## config.mk

```make
export PLATFORM = sky130hd
export DESIGN_NAME = mc14433_bcd_rx
export DESIGN_NICKNAME = d
export VERILOG_FILES = /design/src/rtl/mc14433_pkg.sv /design/src/rtl/mc14433_sync.sv /design/src/rtl/mc14433_bcd_rx.sv
export SDC_FILE = /design/constraint.sdc
export NUM_CORES = 1
export LEC_CHECK = 0
export BUFFER_PORTS_ARGS = -buffer_cell sky130_fd_sc_hd__buf_4
export CELL_PAD_IN_SITES_DETAIL_PLACEMENT = 2
export CELL_PAD_IN_SITES_GLOBAL_PLACEMENT = 2
export CORE_ASPECT_RATIO = 0.75
export CORE_MARGIN = 2
export CORE_UTILIZATION = 33
export CTS_CLUSTER_SIZE = 40
export DETAILED_ROUTE_END_ITERATION = 7
export PLACE_DENSITY = 0.74
export SLEW_MARGIN = 10
export SYNTH_ARGS = -nofsm -noshare
export SYNTH_HDL_FRONTEND = slang
export SYNTH_SLANG_ARGS = --single-unit
```

## constraint.sdc

```tcl
create_clock -name clk -period 2.13 [get_ports clk]
set_input_delay 0.426 -clock clk [delete_from_list [all_inputs] [get_ports clk]]
set_output_delay 0.426 -clock clk [all_outputs]
set_load 0.005 [all_outputs]
```

## src/rtl/mc14433_pkg.sv

```systemverilog
// mc14433_pkg: shared types and constants for the MC14433 BCD receiver.
//   rx_state_e - receiver FSM states (strobe index is tracked separately)
//   DSn_IDX    - bit position of each digit strobe in the ds vector
//   bcd_t      - one BCD digit
//   reading_t  - one complete 3 1/2 digit reading
package mc14433_pkg;

    typedef enum logic [2:0] {
        StIdle,
        StWaitDs,
        StSettle,
        StSample,
        StCommit
    } rx_state_e;

    localparam logic [1:0] DS1_IDX = 2'd0;  // most significant (half digit + flags)
    localparam logic [1:0] DS2_IDX = 2'd1;
    localparam logic [1:0] DS3_IDX = 2'd2;
    localparam logic [1:0] DS4_IDX = 2'd3;  // least significant

    typedef logic [3:0] bcd_t;

    typedef struct packed {
        logic half;
        bcd_t d2;
        bcd_t d3;
        bcd_t d4;
        logic pos;
        logic ovr;
        logic unr;
    } reading_t;

    function automatic logic bcd_ok(input logic [3:0] v);
        return v <= 4'd9;
    endfunction

endpackage

```

## src/rtl/mc14433_sync.sv

```systemverilog
// mc14433_sync: N-stage synchronizer for one asynchronous bit, with a rising-edge
// pulse derived from the synchronized value.
//   clk  - system clock
//   rst  - synchronous active-high reset
//   din  - asynchronous input
//   dout - synchronized level
//   rise - one-cycle pulse on a synchronized 0->1 transition
module mc14433_sync #(
    parameter int unsigned STAGES = 2
) (
    input  logic clk,
    input  logic rst,
    input  logic din,
    output logic dout,
    output logic rise
);

    logic [STAGES-1:0] chain_q;
    logic              prev_q;

    always_ff @(posedge clk) begin
        if (rst) begin
            chain_q <= '0;
            prev_q  <= 1'b0;
        end else begin
            chain_q[0] <= din;
            for (int i = 1; i < int'(STAGES); i++) begin
                chain_q[i] <= chain_q[i-1];
            end
            prev_q <= chain_q[STAGES-1];
        end
    end

    assign dout = chain_q[STAGES-1];
    assign rise = chain_q[STAGES-1] & ~prev_q;

endmodule

```

## src/rtl/mc14433_bcd_rx.sv

```systemverilog
// mc14433_bcd_rx: reassembles one 3 1/2 digit reading from the MC14433 multiplexed
// BCD port (digit strobes DS1..DS4, BCD bus Q, EOC).
//   clk, rst              - system clock, synchronous active-high reset
//   eoc_in, ds_in, q_in   - asynchronous chip-side inputs
//   rd_valid              - one-cycle pulse, rd_* updated this cycle
//   rd_half, rd_d2..rd_d4 - half digit and BCD digits, MSD first
//   rd_pos, rd_ovr, rd_unr- polarity and range flags
//   seq_err               - one-cycle pulse on a strobe-sequence violation
//   busy                  - scan in progress
module mc14433_bcd_rx
    import mc14433_pkg::*;
#(
    parameter int unsigned SYNC_STAGES = 2,
    parameter int unsigned SETTLE      = 3,
    parameter int unsigned TIMEOUT     = 1023
) (
    input  logic       clk,
    input  logic       rst,
    input  logic       eoc_in,
    input  logic [3:0] ds_in,
    input  logic [3:0] q_in,
    output logic       rd_valid,
    output logic       rd_half,
    output logic [3:0] rd_d2,
    output logic [3:0] rd_d3,
    output logic [3:0] rd_d4,
    output logic       rd_pos,
    output logic       rd_ovr,
    output logic       rd_unr,
    output logic       seq_err,
    output logic       busy
);

    localparam int unsigned SettleW = (SETTLE > 1) ? $clog2(SETTLE) : 1;
    // The timeout counter is 10 bits; a larger TIMEOUT clamps to its saturation value.
    localparam logic [9:0]  TmoLimit = (TIMEOUT > 1023) ? 10'h3ff : 10'(TIMEOUT);

    // ---------------------------------------------------------------- synchronizers
    logic       eoc_rise;
    logic       unused_eoc_level;
    logic [3:0] ds_s;
    logic [3:0] ds_rise;
    logic [SYNC_STAGES-1:0][3:0] q_chain_q;
    logic [3:0] q_s;

    mc14433_sync #(
        .STAGES(SYNC_STAGES)
    ) u_sync_eoc (
        .clk (clk),
        .rst (rst),
        .din (eoc_in),
        .dout(unused_eoc_level),
        .rise(eoc_rise)
    );

    for (genvar i = 0; i < 4; i++) begin : g_ds_sync
        mc14433_sync #(
            .STAGES(SYNC_STAGES)
        ) u_sync_ds (
            .clk (clk),
            .rst (rst),
            .din (ds_in[i]),
            .dout(ds_s[i]),
            .rise(ds_rise[i])
        );
    end

    // Q is only sampled while a strobe has been stable for SETTLE cycles, so a plain
    // vector synchronizer is enough.
    always_ff @(posedge clk) begin
        if (rst) begin
            q_chain_q <= '0;
        end else begin
            q_chain_q[0] <= q_in;
            for (int i = 1; i < int'(SYNC_STAGES); i++) begin
                q_chain_q[i] <= q_chain_q[i-1];
            end
        end
    end

    assign q_s = q_chain_q[SYNC_STAGES-1];

    // ---------------------------------------------------------------- state
    rx_state_e          state_q, state_d;
    logic [1:0]         idx_q, idx_d;
    logic [SettleW-1:0] settle_q, settle_d;
    logic [9:0]         tmo_q, tmo_d;
    reading_t           shadow_q, shadow_d;
    reading_t           rd_q, rd_d;
    logic               err_q, err_d;

    logic       active;
    logic       multi_hot;
    logic [3:0] cur_mask;
    logic       cur_level;
    logic       cur_rise;
    logic       other_rise;

    always_comb begin
        active     = (state_q == StWaitDs) || (state_q == StSettle) || (state_q == StSample);
        multi_hot  = (ds_s & (ds_s - 4'd1)) != 4'd0;
        cur_mask   = 4'b0001 << idx_q;
        cur_level  = |(ds_s & cur_mask);
        cur_rise   = |(ds_rise & cur_mask);
        other_rise = |(ds_rise & ~cur_mask);
    end

    always_comb begin
        state_d  = state_q;
        idx_d    = idx_q;
        settle_d = settle_q;
        shadow_d = shadow_q;
        rd_d     = rd_q;
        err_d    = 1'b0;

        // Saturating inter-strobe timer, cleared by any strobe rise.
        if (|ds_rise) begin
            tmo_d = '0;
        end else if (state_q == StWaitDs && tmo_q != 10'h3ff) begin
            tmo_d = tmo_q + 10'd1;
        end else begin
            tmo_d = tmo_q;
        end

        if (active && eoc_rise) begin
            // A fresh conversion restarts the scan; not an error.
            state_d  = StWaitDs;
            idx_d    = DS1_IDX;
            settle_d = '0;
            tmo_d    = '0;
            shadow_d = '0;
        end else if (active && multi_hot) begin
            err_d = 1'b1;
        end else begin
            unique case (state_q)
                StIdle: begin
                    tmo_d = '0;
                    if (eoc_rise) begin
                        state_d  = StWaitDs;
                        idx_d    = DS1_IDX;
                        shadow_d = '0;
                    end else if (ds_rise[DS1_IDX]) begin
                        // Free-running scan recovery: lock onto DS1 without EOC.
                        state_d  = StSettle;
                        idx_d    = DS1_IDX;
                        settle_d = '0;
                        shadow_d = '0;
                    end
                end
                StWaitDs: begin
                    if (cur_rise) begin
                        state_d  = StSettle;
                        settle_d = '0;
                    end else if (other_rise || tmo_q >= TmoLimit) begin
                        err_d = 1'b1;
                    end
                end
                StSettle: begin
                    if (!cur_level) begin
                        err_d = 1'b1;
                    end else if (settle_q == SettleW'(SETTLE - 1)) begin
                        state_d = StSample;
                    end else begin
                        settle_d = settle_q + SettleW'(1);
                    end
                end
                StSample: begin
                    if (idx_q == DS1_IDX) begin
                        shadow_d.half = ~q_s[3];
                        shadow_d.pos  = q_s[2];
                        shadow_d.ovr  = q_s[0] & ~q_s[3];
                        shadow_d.unr  = q_s[0] & q_s[3];
                        state_d       = StWaitDs;
                        idx_d         = DS2_IDX;
                        tmo_d         = '0;
                    end else if (!bcd_ok(q_s)) begin
                        err_d = 1'b1;
                    end else begin
                        unique case (idx_q)
                            DS2_IDX: shadow_d.d2 = q_s;
                            DS3_IDX: shadow_d.d3 = q_s;
                            default: shadow_d.d4 = q_s;
                        endcase
                        if (idx_q == DS4_IDX) begin
                            rd_d    = shadow_d;
                            state_d = StCommit;
                        end else begin
                            state_d = StWaitDs;
                            idx_d   = idx_q + 2'd1;
                            tmo_d   = '0;
                        end
                    end
                end
                StCommit: begin
                    state_d = StIdle;
                end
                default: begin
                    state_d = StIdle;
                end
            endcase
        end

        if (err_d) begin
            state_d  = StIdle;
            idx_d    = DS1_IDX;
            settle_d = '0;
            tmo_d    = '0;
            shadow_d = '0;
        end
    end

    always_ff @(posedge clk) begin
        if (rst) begin
            state_q  <= StIdle;
            idx_q    <= DS1_IDX;
            settle_q <= '0;
            tmo_q    <= '0;
            shadow_q <= '0;
            rd_q     <= '0;
            err_q    <= 1'b0;
        end else begin
            state_q  <= state_d;
            idx_q    <= idx_d;
            settle_q <= settle_d;
            tmo_q    <= tmo_d;
            shadow_q <= shadow_d;
            rd_q     <= rd_d;
            err_q    <= err_d;
        end
    end

    // ---------------------------------------------------------------- outputs
    // rd_q is loaded on the edge into StCommit, so data and rd_valid line up.
    assign rd_valid = (state_q == StCommit);
    assign rd_half  = rd_q.half;
    assign rd_d2    = rd_q.d2;
    assign rd_d3    = rd_q.d3;
    assign rd_d4    = rd_q.d4;
    assign rd_pos   = rd_q.pos;
    assign rd_ovr   = rd_q.ovr;
    assign rd_unr   = rd_q.unr;
    assign seq_err  = err_q;
    assign busy     = (state_q != StIdle);

endmodule
```

==> results of run 1 <==
==> through the flow <==
step / std cells / power (uW)
after floorplan: 339 / 1882
after global placement: 504 / 2124
after detailed placement: 504 / 2145
after CTS: 520 / 3607
after global routing: 521 / 3765
final: 521 / 3599
==> flip-flops by register name (all words and copies together) (netlist names) <==
signal                       cells
u_sync_eoc.prev_q                1
idx_q                            2
shadow_q                        16
rd_d2                            4
tmo_q                           10
u_sync_eoc.chain_q               2
q_s                              4
rd_d3                            4
rd_unr                           1
g_ds_sync.u_sync_ds.prev_q       4
q_chain_q                        4
rd_d4                            4
settle_q                         2
rd_half                          1
rd_pos                           1
rd_ovr                           1
g_ds_sync.u_sync_ds.chain_q      8
seq_err                          1
state_q                          3
==> cell type report <==
type / instances / area share
Tap cell: 132 / 0.04077
Clock buffer: 13 / 0.06424
Sequential cell: 73 / 0.3626
Timing Repair Buffer: 52 / 0.1004
Inverter: 5 / 0.004632
Clock inverter: 3 / 0.006177
Multi-Input combinational cell: 243 / 0.4212
==> worst max-delay path, stage by stage (launching register included) <==
cell and delay, ns:
dfxtp_2 0.41, ha_2 0.25, a222oi_1 0.10, nand2_1 0.13
a21oi_4 0.09, or4_4 0.51, or3_1 0.40, a21oi_2 0.14
==> cell families (layout without fill, tap and decap cells) <==
group,Yosys count,in the layout
DFF,73,73
AOI/OAI and AO/OA,61,61
xor gates and xnor gates,9,9
adders and majority gates,7,7
and+or+nand+nor,145,145
buffers and inverters,23,73
muxes,21,21
==> worst min path at each step <==
stage	startpoint	to	slack (ns)	cells past startpoint
5_1_grt	q_in[3]	q_chain_q[3]	0.30	2
6_report	q_in[0]	q_chain_q[0]	0.30	2
3_3_place_gp	q_chain_q[1]	q_s[1]	0.42	1
2_1_floorplan	g_ds_sync[0].u_sync_ds.chain_q[0]	g_ds_sync[0].u_sync_ds.chain_q[1]	0.41	1
4_1_cts	q_in[0]	q_chain_q[0]	0.29	2
3_5_place_dp	g_ds_sync[1].u_sync_ds.chain_q[0]	g_ds_sync[1].u_sync_ds.chain_q[1]	0.44	1
==> layout by cell type, fill, tap and decap left out, drive strengths merged, types with 7 or more instances in the layout <==
master and count:
a21oi 9, a211oi 14, nor2b 26, o21ai 8
nand2 21, mux2i 21, nor2 52, a22oi 13
buf 52, clkbuf 13, xor2 7, nor3 7
dfxtp 73, ha 7
==> metal layers <==
layer / GRT usage / wire, um / vias up
met5: 0 / 0 / -
met4: 0.06134 / 106 / 0
met3: 0.05102 / 262 / 8
met2: 0.2759 / 3966 / 32
met1: 0.2276 / 4410 / 1336
li1: - / - / 1280
==> power by group <==
part / total, uW / internal (uW) / leakage, uW / switching (uW)
Clock: 1430 / 856 / 0.000136 / 572
Combinational: 731 / 296 / 0.000758 / 435
Sequential: 1440 / 1410 / 0.000595 / 35.3
Total: 3600 / 2560 / 0.00149 / 1040
==> repair_timing <==
item                       in CTS  in global routing
buffers inserted                0                  1
pin swaps                       0                  2
setup endpoints to repair       1                 33
gates resized for setup         8                 14
gates cloned                    0                  0
==> flow_summary_export.csv, run 1 <==
group,metric,value,unit
status,status,"complete, no violations",
floorplan,core_area,0.009580,mm^2
sta,post-route-min-period,2.109,ns
logic_synthesis,syn_inst,339,
critical_path,r2r-start,"idx_q[0]",
job,maxCapViolations,0,
critical_path,r2r_end,"settle_q[1]",
detailed_routing,vias,2656,
final_layout,fin_util,0.4229,
critical_path,ff2ff_path_depth,7,
sta,fmax,0.4741,GHz
global_route,grt_overflow,0,
logic_synthesis,seq_area_frac_synth,0.4548,
clock_network,cts-root-buf,"clkbuf_16",
critical_path,critPathCapture,"settle_q[1]",
power_and_ir_drop,leakagePower,0.001490,uW
logic_synthesis,synth_most_common_cell,"dfxtp_1",
logic_synthesis,synth_flop_cell,"dfxtp_1",
clock_network,tritoncts,"yes",
place,hpwl,6188,um
logic_synthesis,ys_seq_elements,73,
global_route,grt_pass1_wl,14150,um
clock_network,htree_levels,3,
logic_synthesis,synth_top_cells_by_area,"dfxtp_1 (45%), mux2i_1 (6.5%), nor2_1 (5.8%)",
sta,hold_viol_final,0,
logic_synthesis,netlist_area,0.003213,mm^2
sta,rsz0062_at_grt,"true",
final_layout,n_antenna_cell,0,
logic_synthesis,synth-xor-area-share,0.02453,
clock_network,cts_max_path_buffers,2,
critical_path,cp_data_arrival_time,2.38,ns
final_layout,drive_gt1_frac,0.2725,
power_and_ir_drop,irDropWorstVdd,502.4,uV
clock_network,clk_pin_slew,0.06,ns
sta,setup_ws,0.02060,ns
clock_network,numCtsBuffers,9,
sta,fin_hold_ws,0.3028,ns
sta,slew_headroom,0.6700,
power_and_ir_drop,power_density,888.3,mW/mm^2
final_layout,nFillCells,1050,
floorplan,die_h,89.46,um
detailed_routing,viasPerCell,5.098,
logic_synthesis,synth_nets,357,
floorplan,ios,30,
global_route,gr-usage-all-layers,0.1736,
floorplan,initial_utilization,0.3354,
clock_network,clk_latency,0.34,ns
logic_synthesis,yosys_warnings,0,
global_route,grt_pass1_vias,2734,
detailed_routing,drt_pass1_iterations,4,
place,place_area,0.003692,mm^2
logic_synthesis,synth_top_family_by_area,"simple AND/OR/NAND/NOR gates",
logic_synthesis,yosysTopAreaCellShare,0.4548,
clock_network,clkSinkCount,73,
logic_synthesis,synthSimpleGateAreaFrac,0.2383,
place,place_ws,0.02021,ns
global_route,grt_max_degree,34,
logic_synthesis,ys_types,56,
final_layout,fin_area,0.004051,mm^2
floorplan,fp.dieW,117.9,um
detailed_routing,detail_route.wl_per_cell,16.79,um
sta,fin_setup_tns,0,ns
detailed_routing,drc,0,
critical_path,critical_path_class,"flop to flop",
floorplan,rows,31,
floorplan,fp.dieArea,0.01055,mm^2
sta,setup_violations,0,
logic_synthesis,synth-edff-count,0,
sta,worst_pin_slew,0.4898,ns
logic_synthesis,yosys-top-cells-count,"dfxtp_1 (73), nor2_1 (50), nor2b_1 (26), mux2i_1 (21), nand2_1 (21)",
critical_path,critPathMaxFanout,5,
logic_synthesis,async_flop_share,0,
detailed_routing,drtAntennaViolNets,0,
final_layout,syn2layout_area_growth,26.09,%
clock_network,postCtsHoldBufs,0,
final_layout,finalNetCount,402,
global_route,antenna_found_initial,0,
logic_synthesis,synth-compound-area-share,0.1585,
logic_synthesis,muxShareOfSynthArea,0.06542,
place,portBuffers,29,
critical_path,crit_path_end_kind,"flop",
critical_path,r2r_slack,0.02,ns
place,gp_congestion,0.8396,
logic_synthesis,synthAdderAreaFrac,0.02726,
logic_synthesis,synth_area_leader_cell,"dfxtp_1",
detailed_routing,drt-initial-drc-count,119,
critical_path,cp-startpoint,"idx_q[0]",
final_layout,ff_latch_area,0.001469,mm^2
hold_path,holdCritPathClass,"input port to flop",
final_layout,multi_input_area,0.001707,mm^2
sta,final.setup_skew,0.007177,ns
sta,post-route-period-util,0.9903,
detailed_routing,drt_wl_total,8745,um
sta,slew_violations,0,
logic_synthesis,syn_avg_cell_area,9.478,um^2
critical_path,start_kind,"flop",
critical_path,cp.required,2.40,ns
Note: power is estimated with default switching activity, not from simulation.
==> run 2: changes to the inputs <==
- ABC_AREA: unset -> 1
- CORE_UTILIZATION: 33 -> 30
==> flow_summary_export.csv, run 2 <==
group,metric,value,unit
clock_network,clkSinkCount,73,
power_and_ir_drop,clock_power_share,0.386,
final_layout,syn2layout_area_growth,19.26,%
final_layout,top_regs,"shadow_q (16), tmo_q (10), g_ds_sync.u_sync_ds.chain_q (8)",
power_and_ir_drop,p_int,2849,uW
logic_synthesis,synth_area_leader_cell,"dfxtp_1",
final_layout,final_common_cell,"nor2_1",
critical_path,crit_path_end_kind,"flop",
detailed_routing,vias,3160,
global_route,gr-usage-all-layers,0.1754,
power_and_ir_drop,power_density,998.8,mW/mm^2
final_layout,largest_register_ffs,16,
floorplan,fp.dieW,128.5,um
critical_path,cp.required,2.36,ns
clock_network,tritoncts,"yes",
critical_path,critical_path_class,"flop to flop",
logic_synthesis,yosys-top-cells-count,"nor2_1 (116), nand2_1 (94), dfxtp_1 (73), inv_1 (64), o21ai_0 (28)",
detailed_routing,drt_wl_total,10080,um
floorplan,die_h,97.39,um
logic_synthesis,yosys_warnings,0,
critical_path,cp_data_arrival_time,2.18,ns
logic_synthesis,ys_seq_elements,73,
final_layout,fin_util,0.3622,
clock_network,post-cts-setup-buffer-count,0,
power_and_ir_drop,irDropWorstVdd,448.5,uV
logic_synthesis,synth-edff-count,0,
floorplan,ios,30,
sta,fin_setup_tns,0,ns
power_and_ir_drop,p_sw,1307,uW
logic_synthesis,synth_top_cells_by_area,"dfxtp_1 (42%), nor2_1 (12%), nand2_1 (10%)",
critical_path,max_stage_delay,0.35,ns
sta,post-route-min-period,1.959,ns
clock_network,cts_max_path_buffers,2,
sta,slew_violations,0,
power_and_ir_drop,p_sw_frac,0.3144,
floorplan,initial_utilization,0.3037,
hold_path,holdCritPathClass,"input port to flop",
global_route,grt_pass1_wl,17310,um
final_layout,finalNonFillerCells,673,
logic_synthesis,synth_nets,511,
critical_path,cp_cell_sequence,"inv_1, ha_1, inv_1, nand2_2, nor2_2, nor2_1, nand2_1, nand2_1, clkinv_2, nand3_1, nor2_1",
clock_network,cts-root-buf,"clkbuf_16",
sta,rsz0062_at_grt,"false",
power_and_ir_drop,seqPwrFrac,0.371,
detailed_routing,detail_route.wl_per_cell,14.97,um
sta,setup_violations,0,
global_route,antenna_found_initial,0,
power_and_ir_drop,p_comb_frac,0.243,
final_layout,nFillCells,1365,
logic_synthesis,async_flop_share,0,
logic_synthesis,seq_area_frac_synth,0.4189,
final_layout,drive_gt1_frac,0.1664,
final_layout,finalNetCount,542,
final_layout,n_antenna_cell,0,
global_route,grt_overflow,0,
floorplan,fp.dieArea,0.01252,mm^2
global_route,grt_pass1_vias,3530,
job,maxCapViolations,0,
logic_synthesis,ys_types,37,
critical_path,critPathMaxFanout,9,
logic_synthesis,netlist_area,0.003488,mm^2
place,hpwl,7382,um
power_and_ir_drop,leakagePower,0.001767,uW
sta,fmax,0.5106,GHz
final_layout,layout_common_cells,"nor2_1 (116), nand2_1 (94), dfxtp_1 (71), inv_1 (64), buf_4 (34)",
sta,final.setup_skew,0.004471,ns
final_layout,largest-register,"shadow_q",
detailed_routing,viasPerCell,4.695,
global_route,grt_max_degree,26,
logic_synthesis,syn_avg_cell_area,7.076,um^2
detailed_routing,drt-initial-drc-count,94,
detailed_routing,drc,0,
detailed_routing,drtAntennaViolNets,0,
detailed_routing,drt_pass1_iterations,4,
clock_network,clk_latency,0.33,ns
sta,hold_viol_final,0,
logic_synthesis,synth_most_common_cell,"nor2_1",
place,gp_congestion,0.7716,
floorplan,rows,34,
critical_path,slowest_stage,"dfxtp_2",
floorplan,core_area,0.01149,mm^2
clock_network,numCtsBuffers,9,
status,status,"complete, no violations",
sta,post-route-period-util,0.9195,
clock_network,htree_levels,3,
logic_synthesis,syn_inst,493,
critical_path,start_kind,"flop",
logic_synthesis,yosysTopAreaCellShare,0.4189,
place,portBuffers,29,
clock_network,postCtsHoldBufs,0,
clock_network,clk_pin_slew,0.06,ns
place,dp_cells,657,
sta,slew_headroom,0.7422,
sta,worst_pin_slew,0.3841,ns
logic_synthesis,synth_flop_cell,"dfxtp_1",
run 2: cell types whose count changed in the layout (fill, tap and decap cells not counted), moves of 21 or more:
cell | previous run | this run
mux2i_1 | 21 | 0
nand2_1 | 21 | 94
nor2_1 | 50 | 116
nor2b_1 | 25 | 0
nand3_1 | 3 | 26
inv_1 | 3 | 64
o21ai_0 | 5 | 28
run 2: path summary, 6_finish.rpt:
kind / depth (start not counted) / from / end / slack (ns)
hold reg to reg: 2 / g_ds_sync[3].u_sync_ds.chain_q[0] / g_ds_sync[3].u_sync_ds.chain_q[1] / 0.40
setup / recovery: 11 / idx_q[1] / tmo_q[7] / 0.17
setup reg to reg: 11 / idx_q[1] / tmo_q[7] / 0.17
hold / removal: 3 / q_in[0] / q_chain_q[0] / 0.29
run 2: area by class of cell:
type / instances / area [um^2] / area share
multi-input cells: 336 / 1665 / 0.4003
flip-flops and latches: 73 / 1464 / 0.3519
repair buffers: 36 / 286.5 / 0.06887
inverters: 68 / 259.0 / 0.06226
clock buffers: 13 / 240.2 / 0.05774
well taps: 144 / 180.2 / 0.04331
clock inverters: 3 / 65.06 / 0.01564
run 2: routing by layer:
layer / global-route usage / share of wire / vias up
met4: 0.03763 / 0.0094 / 0
met5: 0 / 0 / -
met1: 0.2155 / 0.47 / 1522
met3: 0.04130 / 0.030 / 9
met2: 0.3114 / 0.49 / 35
li1: - / - / 1594
run 2: kinds of logic after synthesis:
group           Yosys count  synth area share
fa+ha+maj                 7           0.02511
flops                    73            0.4189
buf+inv                  84            0.1094
compound gates           63            0.1062
simple gates            264            0.3354
xor+xnor                  2          0.005022
run 2: timing repair:
action / 4_1_cts / 5_1_grt
pin swaps: 0 / 0
gates resized for setup: 1 / 6
setup endpoints to repair: 21 / 27
run 2: power by group through the flow:
stage	combinational (uW)	clock, uW	sequential [uW]
2_1_floorplan	771	0	1540
3_3_place_gp	951	0	1560
3_5_place_dp	998	0	1570
4_1_cts	1010	1650	1540
5_1_grt	1150	1710	1560
6_report	1010	1600	1540
run 2: critical path: cells and delay by family, from the launching register on:
| kind | cells | cell delay, ns |
|---|---|---|
| buffers and inverters | 3 | 0.42 |
| adder cells (fa/ha/maj) | 1 | 0.27 |
| flip-flops | 1 | 0.35 |
| AND/OR/NAND/NOR | 7 | 0.80 |
run 2: metrics by stage:
| stage | worst slack, ns | hold slack [ns] | power [uW] | area [um^2] |
|---|---|---|---|---|
| 2_1_floorplan | 0.5050 | 0.3883 | 2315 | 3488 |
| 3_3_place_gp | 0.1621 | 0.3917 | 2514 | 3829 |
| 3_5_place_dp | 0.06339 | 0.4020 | 2571 | 3829 |
| 4_1_cts | 0.09470 | 0.2892 | 4203 | 4136 |
| 5_1_grt | 0.02808 | 0.3058 | 4412 | 4160 |
| 6_report | 0.1714 | 0.2934 | 4155 | 4160 |
